$ cat config.mk
export PLATFORM = sky130hd
export DESIGN_NAME = fifo_word_packer
export DESIGN_NICKNAME = d
export VERILOG_FILES = /design/src/rtl/fifo_word_packer_pkg.sv /design/src/rtl/pack_out_reg.sv /design/src/rtl/fifo_word_packer.sv
export SDC_FILE = /design/constraint.sdc
export NUM_CORES = 1
export LEC_CHECK = 0
export CAP_MARGIN = 30
export CORE_MARGIN = 1.5
export CORE_UTILIZATION = 45
export CTS_CLUSTER_SIZE = 10
export DETAILED_ROUTE_END_ITERATION = 8
export PLACE_DENSITY = 0.73
export SYNTH_ARGS = -nofsm -noshare
export SYNTH_HDL_FRONTEND = slang
export SYNTH_SLANG_ARGS = --single-unit
$ cat constraint.sdc
create_clock -name clk -period 4.3 [get_ports clk]
set_input_delay 0.86 -clock clk [delete_from_list [all_inputs] [get_ports clk]]
set_output_delay 0.86 -clock clk [all_outputs]
set_load 0.02 [all_outputs]
$ cat src/rtl/fifo_word_packer_pkg.sv
`default_nettype none
// +----------------------------------------------------------------------------+
// | fifo_word_packer_pkg                                                       |
// | Shared types and helpers for the FIFO word packer.                         |
// | Revision: 1.0                                                              |
// +----------------------------------------------------------------------------+
package fifo_word_packer_pkg;

  typedef enum logic [1:0] {
    FILL  = 2'd0,
    DRAIN = 2'd1,
    HOLD  = 2'd2
  } pack_state_e;

  function automatic int lanes_cnt_width(input int lanes);
    return $clog2(lanes + 1);
  endfunction

  // Output lane that the k-th entry of a word occupies.
  function automatic int lane_index(input int k, input int lanes, input bit msb_first);
    return msb_first ? (lanes - 1 - k) : k;
  endfunction

endpackage
`default_nettype wire

$ cat src/rtl/pack_out_reg.sv
`default_nettype none
// +----------------------------------------------------------------------------+
// | pack_out_reg                                                               |
// | Output holding register with valid/ready handshake for packed words.       |
// | Revision: 1.0                                                              |
// +----------------------------------------------------------------------------+
module pack_out_reg #(
  parameter int DATA_W = 32,
  parameter int CNT_W  = 4
) (
  input  logic              clk,
  input  logic              reset,
  input  logic              load,
  input  logic [DATA_W-1:0] load_data,
  input  logic [CNT_W-1:0]  load_lanes,
  input  logic              word_ready,
  output logic [DATA_W-1:0] word_data,
  output logic [CNT_W-1:0]  word_lanes,
  output logic              word_valid,
  output logic              out_free
);

  assign out_free = !word_valid || word_ready;

  always_ff @(posedge clk) begin
    if (reset) begin
      word_valid <= 1'b0;
      word_data  <= '0;
      word_lanes <= '0;
    end else if (load) begin
      word_valid <= 1'b1;
      word_data  <= load_data;
      word_lanes <= load_lanes;
    end else if (word_ready) begin
      word_valid <= 1'b0;
    end
  end

endmodule
`default_nettype wire

$ cat src/rtl/fifo_word_packer.sv
`default_nettype none
// +----------------------------------------------------------------------------+
// | fifo_word_packer                                                           |
// | Pops narrow FIFO entries and packs LANES of them into one wide word;       |
// | flush emits a partial word. PACKER_MSB_FIRST_EN selects MSB-first lanes.   |
// | Revision: 1.0                                                              |
// +----------------------------------------------------------------------------+
module fifo_word_packer
  import fifo_word_packer_pkg::*;
#(
  parameter int MSB   = 3,
  parameter int LSB   = 0,
  parameter int LANES = 8
) (
  input  logic                                    clk,
  input  logic                                    reset,
  input  logic                                    fifo_empty,
  output logic                                    fifo_read,
  input  logic [MSB:LSB]                          fifo_data,
  input  logic                                    flush,
  output logic [LANES*(MSB-LSB+1)-1:0]            word_data,
  output logic [lanes_cnt_width(LANES)-1:0]       word_lanes,
  output logic                                    word_valid,
  input  logic                                    word_ready
);

  localparam int W  = MSB - LSB + 1;
  localparam int DW = LANES * W;
  localparam int CW = lanes_cnt_width(LANES);
  localparam logic [CW-1:0] LANES_C = CW'(LANES);
`ifdef PACKER_MSB_FIRST_EN
  localparam bit MSB_FIRST = 1'b1;
`else
  localparam bit MSB_FIRST = 1'b0;
`endif

  pack_state_e   state;
  pack_state_e   state_nx;
  logic [DW-1:0] asm_q;
  logic [DW-1:0] asm_cap;
  logic [CW-1:0] fill;
  logic [CW-1:0] fill_cap;
  logic [CW-1:0] occ;
  logic          pend;
  logic          flush_pend;
  logic          out_free;
  logic          full_cap;
  logic          flush_move;
  logic          load;

  assign flush_pend = (state == DRAIN);
  assign fill_cap   = fill + CW'(pend);

  // Assembly contents as they will be once this cycle's capture lands.
  always_comb begin
    asm_cap = asm_q;
    if (pend && (fill < LANES_C)) begin
      asm_cap[lane_index(int'(fill), LANES, MSB_FIRST)*W +: W] = fifo_data;
    end
  end

  assign full_cap   = (fill_cap == LANES_C);
  assign flush_move = flush_pend && !pend && (fill != '0);
  assign load       = out_free && (full_cap || flush_move);

  // A load empties the assembly, so the next read can issue back-to-back.
  assign occ       = load ? '0 : fill_cap;
  assign fifo_read = !reset && !fifo_empty && !flush && !flush_pend && (occ < LANES_C);

  always_ff @(posedge clk) begin
    if (reset) begin
      state <= FILL;
      asm_q <= '0;
      fill  <= '0;
      pend  <= 1'b0;
    end else begin
      state <= state_nx;
      pend  <= fifo_read;
      // A load only ever takes a completing capture or an idle assembly.
      if (load) begin
        asm_q <= '0;
        fill  <= '0;
      end else if (pend) begin
        asm_q <= asm_cap;
        fill  <= fill_cap;
      end
    end
  end

  always_comb begin
    state_nx = state;
    case (state)
      FILL: begin
        if (flush) begin
          state_nx = DRAIN;
        end else if (full_cap && !out_free) begin
          state_nx = HOLD;
        end
      end
      HOLD: begin
        if (flush) begin
          state_nx = DRAIN;
        end else if (out_free) begin
          state_nx = FILL;
        end
      end
      DRAIN: begin
        if (!pend && ((fill == '0) || out_free)) begin
          state_nx = FILL;
        end
      end
      default: state_nx = FILL;
    endcase
  end

  pack_out_reg #(
    .DATA_W (DW),
    .CNT_W  (CW)
  ) u_out (
    .clk        (clk),
    .reset      (reset),
    .load       (load),
    .load_data  (asm_cap),
    .load_lanes (fill_cap),
    .word_ready (word_ready),
    .word_data  (word_data),
    .word_lanes (word_lanes),
    .word_valid (word_valid),
    .out_free   (out_free)
  );

endmodule
`default_nettype wire
* After elaboration in Yosys (flattened, before gate mapping)
Index checks and enable logic that the tools add are counted. Widths: inputs -> output; s select.
Word-level totals: flip-flop bits (word level) 76, latch bits 0, RAM bits 0, memory bits (read-only) 0, input bits 9, output and inout port bits 38, word-level logic and storage cells 56, memories kept 0
Cells by class: $add $sub $neg 2, multipliers 0, div/mod/pow operators 0, magnitude comparators 2, equality and inequality tests 6, shift-type cells 2, muxes and demuxes 11, bitwise operators 0, reductions and logical operators 26
Operators by type and width (count):
- $neg 6->33 | 1
- $shift 4x33->32 const A | 1
- $shiftx 4x33->32 | 1
- $bwmux 32 | 1
- $mux 32 | 1
- $logic_and 1x1->1 | 10
- $mux 2 | 5
- $lt 4x4->1 const B | 2
- $logic_not 1->1 | 7
- $ne 3x3->1 const B | 2
- $pmux 2 s3 | 1
- $add 4x1->4 | 1
- $eq 4x4->1 const B | 1
- $logic_not 4->1 | 1
- $mux 4 | 1
- $reduce_bool 4->1 | 1
- $logic_or 1x1->1 | 3
- $reduce_and 3->1 | 1
- $eq 2x1->1 const B | 1
- $eq 2x2->1 const B | 1
- $logic_not 2->1 | 1
- $mux 1 | 2
- $ne 2x1->1 const B | 1
- $reduce_bool 2->1 | 1
- $reduce_or 2->1 | 1

* Depth between registers and ports, before layout
Gate-level depths: netlist (run 1).
depth after elaboration 8, mapped depth 11, depth with buffers taken out 7

* By module
A second synthesis (run 1) with hierarchy kept.
Second synthesis, totals: cell total of the unflattened synthesis 309, area total of the unflattened synthesis 3353.2 um^2
Modules (own cells, without submodules):
- fifo_word_packer | times used 1, cells each 189, area an instance 2011.9 um^2, sequential area each 780.7 um^2
- pack_out_reg | times used 1, cells each 120, area an instance 1341.3 um^2, sequential area each 740.7 um^2

* Worst setup path after synthesis (run 1)
OpenSTA, ideal clock, no wires.
kind reg2out, start point register fill[0], end point output port fifo_read, data arrival time 2020 ps, required time 3440 ps, slack 1420 ps, cell stages (with the launch flop) 10, buffers on the path 2, cells stage by stage dfxtp_1 clkbuf_1 inv_1 ha_1 or3b_1 buf_2 nor3b_4 a21oi_2 o21ai_0 and3_1
Between the ends: word-level cells in the longest chain between the ends 7, elaborated cells between the ends (all ways) 9, those cells by class 1 x add/sub; 1 x order compare; 1 x eq/ne; 1 x mux; 5 x reduce/logical
RTL lines:
- start, declared | line fifo_word_packer.sv:41 | logic [CW-1:0] fill;
- start signal, assigned | line fifo_word_packer.sv:85 | fill <= fill_cap;
- $add 4x1->4 or $reduce_bool 4->1 (tied branches) | line fifo_word_packer.sv:52, fifo_word_packer.sv:63
- $eq 4x4->1 or $logic_and 1x1->1 (tied branches) | line fifo_word_packer.sv:62, fifo_word_packer.sv:63
- $logic_or 1x1->1 | line fifo_word_packer.sv:64 | assign load = out_free && (full_cap || flush_move);
- $logic_and 1x1->1 | line fifo_word_packer.sv:64
- $mux 4 (*) | line fifo_word_packer.sv:67 | assign occ = load ? '0 : fill_cap;
- $lt 4x4->1 (*) | line fifo_word_packer.sv:68 | assign fifo_read = !reset && !fifo_empty && !flush && !flush_pend && (occ < LANES_C);
- $logic_and 1x1->1 (*) | line fifo_word_packer.sv:68
- end, declared | line fifo_word_packer.sv:18 | output logic fifo_read,
Mark *: on every way between the ends. The rest lies on a longest branch, timed or not.

* Final worst setup path (run 1)
Ends and elaborated chain as after synthesis.

==> reports/metrics.csv, run 1 <==
metric,value,unit
hold_buffers,0,
fill_cells,605,
sw_frac_of_total,21.7,%
clk_transition_reported_paths,0.08,ns
synth_area,0.00298,sq mm
worstPathArrival,3.02,ns
first_pass_iters,4,
cts_sinks,76,
fp.dieW,84.3,um
n_antenna_cell,0,
yosys_warnings,0,
drive_above_1_share,7.61,%
max_freq,0.258,GHz
internal-power,1.07,mW
synth_area_per_cell,9.63,sq um
post-synth-top-count-cell,dfxtp_1,
outcome,finished clean,
via_per_inst,5.39,
cp_max_fo,16,
io_pins,47,
synth_area_leaders,"dfxtp_1 51%, o2bb2ai_1 9.1%, nor2_1 6.8%",
gp_congestion,0.803,
synth_mux_area_share,3.36,%
powerDensity,370,mW/mm^2
crit_required,3.44,ns
wire_per_inst,14.3,um
grt_pass1_wl,10.5,mm
initial_utilization,46.6,%
hold_viol,0,
cp-start-kind,flop,
rows,29,
synth_fa_ha_area_share,2.94,%
ir_drop,0.276,mV
maxSlewHeadroom,40.3,%
area_growth,23.7,%
drc,0,
min_period_over_period,90.1,%
synth.net_count,325,
grt_overflow_total,0,
setup_viol,0,
wl,6.17,mm
slew_violations,0,
vias,2330,
max_cap_viol_count,0,
cts_buffer_depth,2,
clock_latency,0.35,ns
numCtsBuffers,9,
yosysSeqAreaShare,51.1,%
fin_nets,366,
tritoncts,done,
grt_pass1_vias,2248,
crit_type,flop to output pin,
synthSimpleGateAreaFrac,17.6,%
synth_top_area_share,51.1,%
pwr-share-comb,2.9,%
ys.flop_type,dfxtp_1,
grt_start_max_net_pins,37,
synth_top_family_by_area,compound AO/OA/AOI/OAI gates,
yosysUniqueCellTypes,38,
seq_power_share,52.0,%
fin_setup_tns,0,ns
cts-root-buf,clkbuf_8,
worstMarginPinSlew,0.893,ns
synth_compound_area_share,18.1,%
hp-class,flop to flop,
placedInstanceArea,0.00345,sq mm
synth-seq-cells,76,
antenna_found_initial,0,
whs,0.467,ns
grt_setup_unrepaired,no,
die-area,0.00711,sq mm
p_leak,1.36,nW
grt_use_total,18.3,%
synth-edff-count,0,
core,0.00639,sq mm
die_y,84.3,um
skew,0.00634,ns
synth.largest_area_cell,dfxtp_1,
switching_power,0.295,mW
synth-xor-area-share,2.02,%
cts_max_level,3,
async_reset_ff_share,0,%
end_kind,output pin,
syn_inst,309,
dp_hpwl,4.23,mm
io_buffers,46,
final_area,0.00368,sq mm
period_needed,3.88,ns
synthTopCellsByCount,"76 x dfxtp_1, 54 x nor2_1, 32 x a21oi_1, 31 x o2bb2ai_1, 17 x nand3_1",
postCtsSetupBuffers,0,
drt_iter0_drc,120,
ant_nets,0,
power_frac_clock,45.1,%
-- cell usage in the layout, fill, tap and decap left out, types with 8 or more instances in the layout --
| cell | n |
|---|---|
| dfxtp_1 | 76 |
| inv_1 | 8 |
| clkdlybuf4s50_1 | 46 |
| clkbuf_8 | 10 |
| nor2_1 | 54 |
| nor3_1 | 13 |
| a21oi_1 | 32 |
| nand3_1 | 17 |
| mux2i_1 | 10 |
| o2bb2ai_1 | 31 |
-- cell families (layout without fill, tap and decap cells) --
family          Yosys count  after routing
xor+xnor                  6              6
mux                      10             10
flops                    76             76
simple gates            109            109
fa+ha+maj                 7              7
buf+inv                  26             72
compound gates           75             75
-- sequential cells by signal, indices dropped and copies added, names as in the netlist --
name / cells
fill: 4
u_out.word_valid: 1
u_out.word_data: 32
u_out.word_lanes: 4
pend: 1
state: 2
asm_q: 32
-- layer usage --
metal / track usage, % / part of all wire [%]
met5: 0 / 0
met4: 7.18 / 2.2
met3: 6.10 / 4.2
met1: 22.8 / 46
met2: 29.5 / 47
-- power groups by stage --
stage,Combinational (mW),Clock [mW],Sequential [mW]
2_1_floorplan,0.0284,0,0.723
3_3_place_gp,0.0388,0,0.724
3_5_place_dp,0.0394,0,0.724
4_1_cts,0.0395,0.622,0.708
5_1_grt,0.0431,0.653,0.708
6_report,0.0395,0.613,0.708
-- worst max-delay path, cell delays in order, from the launching register on --
cell and delay (ns):
dfxtp_1 0.55, inv_1 0.12, ha_1 0.27, or3b_4 0.36, nor3b_4 0.26, a21oi_2 0.09, o21ai_0 0.23, and3_1 0.18
clkdlybuf4s50_1 0.60
-- layout make-up --
cell class / count / area, sq um / area share, %
Clock inverter: 5 / 85.1 / 2.31
Clock buffer: 11 / 141 / 3.84
Inverter: 8 / 30.0 / 0.816
Tap cell: 77 / 96.3 / 2.62
Timing Repair Buffer: 48 / 495 / 13.5
Sequential cell: 76 / 1520 / 41.3
Multi-Input combinational cell: 207 / 1310 / 35.6
-- path summary, 6_finish.rpt --
kind / start / end / slack (ns) / cells past startpoint
setup / recovery: fill[0] / fifo_read / 0.42 / 8
hold / removal: u_out.word_data[1] / u_out.word_data[1] / 0.47 / 1
setup reg to reg: fill[0] / u_out.word_data[22] / 1.53 / 8
hold reg to reg: u_out.word_data[1] / u_out.word_data[1] / 0.47 / 1
-- through the flow --
stage,setup slack (ns),utilization (%),instances,total power [mW]
finish,0.424,57.6,432,1.36
global route,0.207,57.6,432,1.40
CTS,0.222,57.6,432,1.37
detailed placement,0.621,54.1,416,0.764
global placement,0.725,53.6,415,0.763
floorplan,1.42,-,309,0.751
-- repair_timing --
action                     CTS  global route
resized for setup            0             1
setup endpoints to repair    0             1
hold endpoints to repair     0             0
(Power assumes the default switching activity.)
==> run 2: changes to the inputs <==
--- a/config.mk
+++ b/config.mk
@@ -6,11 +6,13 @@
 export NUM_CORES = 1
 export LEC_CHECK = 0
 export CAP_MARGIN = 30
-export CORE_MARGIN = 1.5
+export CORE_MARGIN = 5
 export CORE_UTILIZATION = 45
 export CTS_CLUSTER_SIZE = 10
 export DETAILED_ROUTE_END_ITERATION = 8
+export GPL_ROUTABILITY_DRIVEN = 1
 export PLACE_DENSITY = 0.73
+export SLEW_MARGIN = 5
 export SYNTH_ARGS = -nofsm -noshare
 export SYNTH_HDL_FRONTEND = slang
 export SYNTH_SLANG_ARGS = --single-unit
==> reports/metrics.csv, run 2 (synthesized netlist as in run 1, its figures left out) <==
metric,value,unit,change
hold_viol,0,,unchanged
powerDensity,334,mW/mm^2,-9.7%
fin_setup_tns,0,ns,unchanged
grt_overflow_total,0,,unchanged
die-area,0.00834,sq mm,+17%
antenna_found_initial,0,,unchanged
crit_path_top_delay_cell,clkdlybuf4s50_1,,
setup_viol,0,,unchanged
crit_buf_inv,2,,unchanged
hp-class,flop to flop,,
outcome,finished clean,,
initial_utilization,46.6,%,unchanged
crit_type,flop to output pin,,
grt_pass1_vias,2341,,+4.1%
drive_above_1_share,7.08,%,-0.52 points
max_freq,0.258,GHz,about the same
first_pass_iters,4,,unchanged
tritoncts,done,,
cts_buffer_depth,2,,unchanged
layout_common_cells,"76 x dfxtp_1, 54 x nor2_1, 46 x clkdlybuf4s50_1",,
mostFrequentLayoutCell,dfxtp_1,,
grt_use_total,16.3,%,-2.0 points
final_cells,430,,-0.46%
place_inst,416,,unchanged
hold_buffers,0,,unchanged
crit_required,3.44,ns,about the same
grt_setup_unrepaired,no,,
fp.dieW,91.3,um,+8.3%
cp-start-kind,flop,,
rrSetupSlack,1.49,ns,-0.04 ns
crit_family,simple AND/OR/NAND/NOR gates,,
cts_max_level,3,,unchanged
n_antenna_cell,0,,unchanged
path_cells,inv_1 > ha_1 > or3b_4 > nor3b_4 > a21oi_2 > o21ai_0 > and3_1 > clkdlybuf4s50_1,,
top_regs,"asm_q x32, u_out.word_data x32",,
period_needed,3.87,ns,-0.00206 ns
max_cap_viol_count,0,,unchanged
ir_drop,0.210,mV,-24%
min_path_cells,1,,unchanged
cp_max_fo,16,,unchanged
r2r_end,u_out.word_data[30],,
drc,0,,unchanged
p_leak,1.33,nW,-1.8%
area_growth,21.3,%,
grt_start_max_net_pins,37,,unchanged
end_kind,output pin,,
wire_per_inst,15.1,um,+5.5%
wl,6.48,mm,+5.0%
io_pins,47,,unchanged
dp_hpwl,4.48,mm,+5.9%
numCtsBuffers,9,,unchanged
clk_transition_reported_paths,0.07,ns,about the same
fin_nets,366,,unchanged
core,0.00639,sq mm,unchanged
reg2regPathDepth,8,,unchanged
r2r-start,fill[0],,
min-delay-start,u_out.word_data[10],,
drt_iter0_drc,83,,-31%
grt_pass1_wl,11.2,mm,+7.0%
cts_sinks,76,,unchanged
cts-root-buf,clkbuf_8,,
worstMarginPinSlew,0.904,ns,+0.0105 ns
die_y,91.3,um,+8.3%
clock_latency,0.34,ns,about the same
min_to,u_out.word_data[10],,
gp_congestion,0.855,,+6.5%
via_per_inst,5.33,,-1.2%
crit_path_max_incr_delay,0.60,ns,about the same
vias,2291,,-1.7%
ant_nets,0,,unchanged
min_period_over_period,90.1,%,about the same
slew_violations,0,,unchanged
io_buffers,46,,unchanged
maxSlewHeadroom,39.6,%,-0.70 points
rows,29,,unchanged
skew,0.00543,ns,-0.000914 ns
worstPathArrival,3.01,ns,about the same
-- run 2: worst max path at each step --
| stage | depth (start not counted) | endpoint | slack [ns] | start |
|---|---|---|---|---|
| after floorplan | 9 | fifo_read | 1.42 | fill[0] |
| after global placement | 8 | fifo_read | 0.70 | fill[0] |
| after detailed placement | 8 | fifo_read | 0.59 | fill[0] |
| after CTS | 8 | fifo_read | 0.21 | fill[0] |
| after global routing | 8 | fifo_read | 0.20 | fill[0] |
| final | 8 | fifo_read | 0.43 | fill[0] |
-- run 2: timing repair --
item | 4_1_cts | 5_1_grt
buffers inserted | 0 | 0
setup endpoints to repair | 0 | 1
gates resized for setup | 0 | 1
-- run 2: layer usage --
layer | GRT usage, % | part of all wire (%) | vias up
met5 | 0 | 0 | -
met3 | 4.63 | 4.1 | 10
li1 | - | - | 1159
met2 | 26.1 | 48 | 49
met1 | 20.9 | 46 | 1073
met4 | 6.11 | 1.9 | 0
-- run 2: power breakdown --
| group | switching [mW] | internal [mW] | leakage [nW] |
|---|---|---|---|
| clock | 0.241 | 0.216 | 0.0848 |
| combinational | 0.0251 | 0.0149 | 0.635 |
| sequential | 0.00221 | 0.706 | 0.612 |
-- run 2: worst reg2reg max path, stage by stage (launching register included) --
cell       delay (ns)
dfxtp_1          0.57
inv_1            0.12
ha_1             0.28
or3b_4           0.36
nor3b_4          0.27
a21oi_2          0.09
or3_1            0.62
buf_16           0.27
o2bb2ai_1        0.15
-- run 2: stage by stage --
stage	worst slack (ns)	hold WS (ns)	instance area [sq um]	total power, mW	util [%]
2_1_floorplan	1.42	0.446	2980	0.751	-
3_3_place_gp	0.701	0.448	3420	0.763	53.6
3_5_place_dp	0.586	0.446	3450	0.764	54.1
4_1_cts	0.215	0.469	3610	1.22	56.5
5_1_grt	0.199	0.480	3610	1.26	56.5
6_report	0.426	0.464	3610	1.20	56.5
-- run 2: final cells by class --
cell class                      count  area, sq um
Clock buffer                       11          141
Clock inverter                      3         15.0
Fill cell                         588         2780
Inverter                            8         30.0
Multi-Input combinational cell    207         1310
Sequential cell                    76         1520
Tap cell                           77         96.3
Timing Repair Buffer               48          495
==> run 3: changes to the inputs <==
--- a/config.mk
+++ b/config.mk
@@ -7,11 +7,11 @@
 export LEC_CHECK = 0
 export CAP_MARGIN = 30
 export CORE_MARGIN = 5
-export CORE_UTILIZATION = 45
+export CORE_UTILIZATION = 52
 export CTS_CLUSTER_SIZE = 10
 export DETAILED_ROUTE_END_ITERATION = 8
 export GPL_ROUTABILITY_DRIVEN = 1
-export PLACE_DENSITY = 0.73
+export PLACE_DENSITY = 0.82
 export SLEW_MARGIN = 5
 export SYNTH_ARGS = -nofsm -noshare
 export SYNTH_HDL_FRONTEND = slang
==> reports/metrics.csv, run 3 (synthesized netlist as in run 1, its figures left out) <==
metric,value,unit,change
outcome,finished clean,,
grt_setup_unrepaired,no,,
maxSlewHeadroom,37.7,%,-1.9 points
crit_buf_inv,2,,unchanged
clk_transition_reported_paths,0.07,ns,about the same
period_needed,3.87,ns,-0.00228 ns
hold_viol,0,,unchanged
r2r-start,fill[0],,
crit_path_top_delay_cell,clkdlybuf4s50_1,,
tritoncts,done,,
cts_sinks,76,,unchanged
die_y,85.7,um,-6.2%
grt_overflow_total,0,,unchanged
rrSetupSlack,1.46,ns,-0.03 ns
hp-class,flop to flop,,
crit_required,3.44,ns,about the same
setup_viol,0,,unchanged
max_cap_viol_count,0,,unchanged
clock_latency,0.35,ns,about the same
worstMarginPinSlew,0.933,ns,+0.0291 ns
vias,2370,,+3.4%
initial_utilization,53.7,%,+7.1 points
layout_common_cells,"76 x dfxtp_1, 54 x nor2_1, 46 x clkdlybuf4s50_1",,
numCtsBuffers,9,,unchanged
powerDensity,335,mW/mm^2,+0.42%
top_regs,"asm_q x32, u_out.word_data x32",,
worstPathArrival,3.01,ns,about the same
io_pins,47,,unchanged
n_antenna_cell,0,,unchanged
die-area,0.00734,sq mm,-12%
grt_pass1_vias,2510,,+7.2%
io_buffers,46,,unchanged
max_freq,0.258,GHz,about the same
cts-root-buf,clkbuf_8,,
crit_family,simple AND/OR/NAND/NOR gates,,
mostFrequentLayoutCell,dfxtp_1,,
area_growth,20.7,%,
crit_path_max_incr_delay,0.60,ns,about the same
busiest_layer,met2,,
min_period_over_period,90.0,%,about the same
drive_above_1_share,6.80,%,-0.28 points
end_kind,output pin,,
first_pass_iters,7,,+3
path_cells,inv_1 > ha_1 > or3b_4 > nor3b_4 > a21oi_2 > o21ai_0 > and3_1 > clkdlybuf4s50_1,,
met3_usage,5.76,%,+1.1 points
startpoint,fill[0],,
cp-start-kind,flop,,
cts_max_level,3,,unchanged
wl,6.49,mm,+0.12%
drt_iter0_drc,164,,+98%
wire_per_inst,15.3,um,+1.3%
cts_buffer_depth,2,,unchanged
p_leak,1.32,nW,-0.96%
ant_nets,0,,unchanged
grt_start_max_net_pins,37,,unchanged
core,0.00554,sq mm,-13%
reg2regPathDepth,8,,unchanged
antenna_found_initial,0,,unchanged
drc,0,,unchanged
cp_max_fo,16,,unchanged
fin_nets,366,,unchanged
gp_congestion,0.849,,-0.67%
grt_pass1_wl,11.2,mm,-0.12%
endpoint,fifo_read,,
crit_type,flop to output pin,,
dp_hpwl,4.48,mm,about the same
ir_drop,0.237,mV,+13%
grt_use_total,19.3,%,+3.0 points
fin_util,64.9,%,+8.3 points
path_depth,8,,unchanged
rows,27,,-6.9%
skew,0.00602,ns,+0.000588 ns
via_per_inst,5.58,,+4.7%
fin_setup_tns,0,ns,unchanged
fp.dieW,85.7,um,-6.2%
grtUsageMet2,31.9,%,+5.7 points
slew_violations,0,,unchanged
grt_util_met1,22.4,%,+1.5 points
r2r_end,u_out.word_data[21],,
## run 3: per-layer routing
metal	part of all wire, %	wire length, um	vias up
li1	-	-	1169
met1	44	2840	1102
met2	48	3090	75
met3	5.2	340	24
met4	3.3	217	0
met5	0	0	-
## run 3: worst min path at each step
stage / from / end / slack (ns) / cells after the start
after floorplan: asm_q[31] / asm_q[31] / 0.45 / 2
after global placement: u_out.word_data[0] / u_out.word_data[0] / 0.45 / 1
after detailed placement: u_out.word_data[26] / u_out.word_data[26] / 0.45 / 1
after CTS: u_out.word_data[5] / u_out.word_data[5] / 0.47 / 1
after global routing: u_out.word_data[18] / u_out.word_data[18] / 0.49 / 1
final: u_out.word_data[26] / u_out.word_data[26] / 0.46 / 1
## run 3: per-stage QoR
| stage | power [mW] | hold WS (ns) | area (sq um) | instances | setup WS (ns) |
|---|---|---|---|---|---|
| 6_report | 1.20 | 0.464 | 3590 | 425 | 0.428 |
| 2_1_floorplan | 0.751 | 0.446 | 2980 | 309 | 1.42 |
| 3_3_place_gp | 0.762 | 0.447 | 3420 | 410 | 0.766 |
| 3_5_place_dp | 0.763 | 0.450 | 3430 | 411 | 0.647 |
| 4_1_cts | 1.21 | 0.471 | 3590 | 425 | 0.259 |
| 5_1_grt | 1.25 | 0.487 | 3590 | 425 | 0.175 |
## run 3: final cells by class
cell class | count | area (sq um)
clock buffers | 12 | 145
clock inverters | 2 | 12.5
fillers | 459 | 1950
flip-flops and latches | 76 | 1520
well taps | 72 | 90.1
repair buffers | 48 | 483
multi-input cells | 207 | 1310
inverters | 8 | 30.0
## run 3: repair_timing
item	in CTS	in global routing
hold buffers	0	0
gates resized for setup	0	1
setup buffers	0	0
endpoints found under the setup margin	0	1
## run 3: report_power, final
part           internal [mW]  switching [mW]
clock                  0.218           0.238
combinational         0.0149          0.0244
sequential             0.706         0.00218
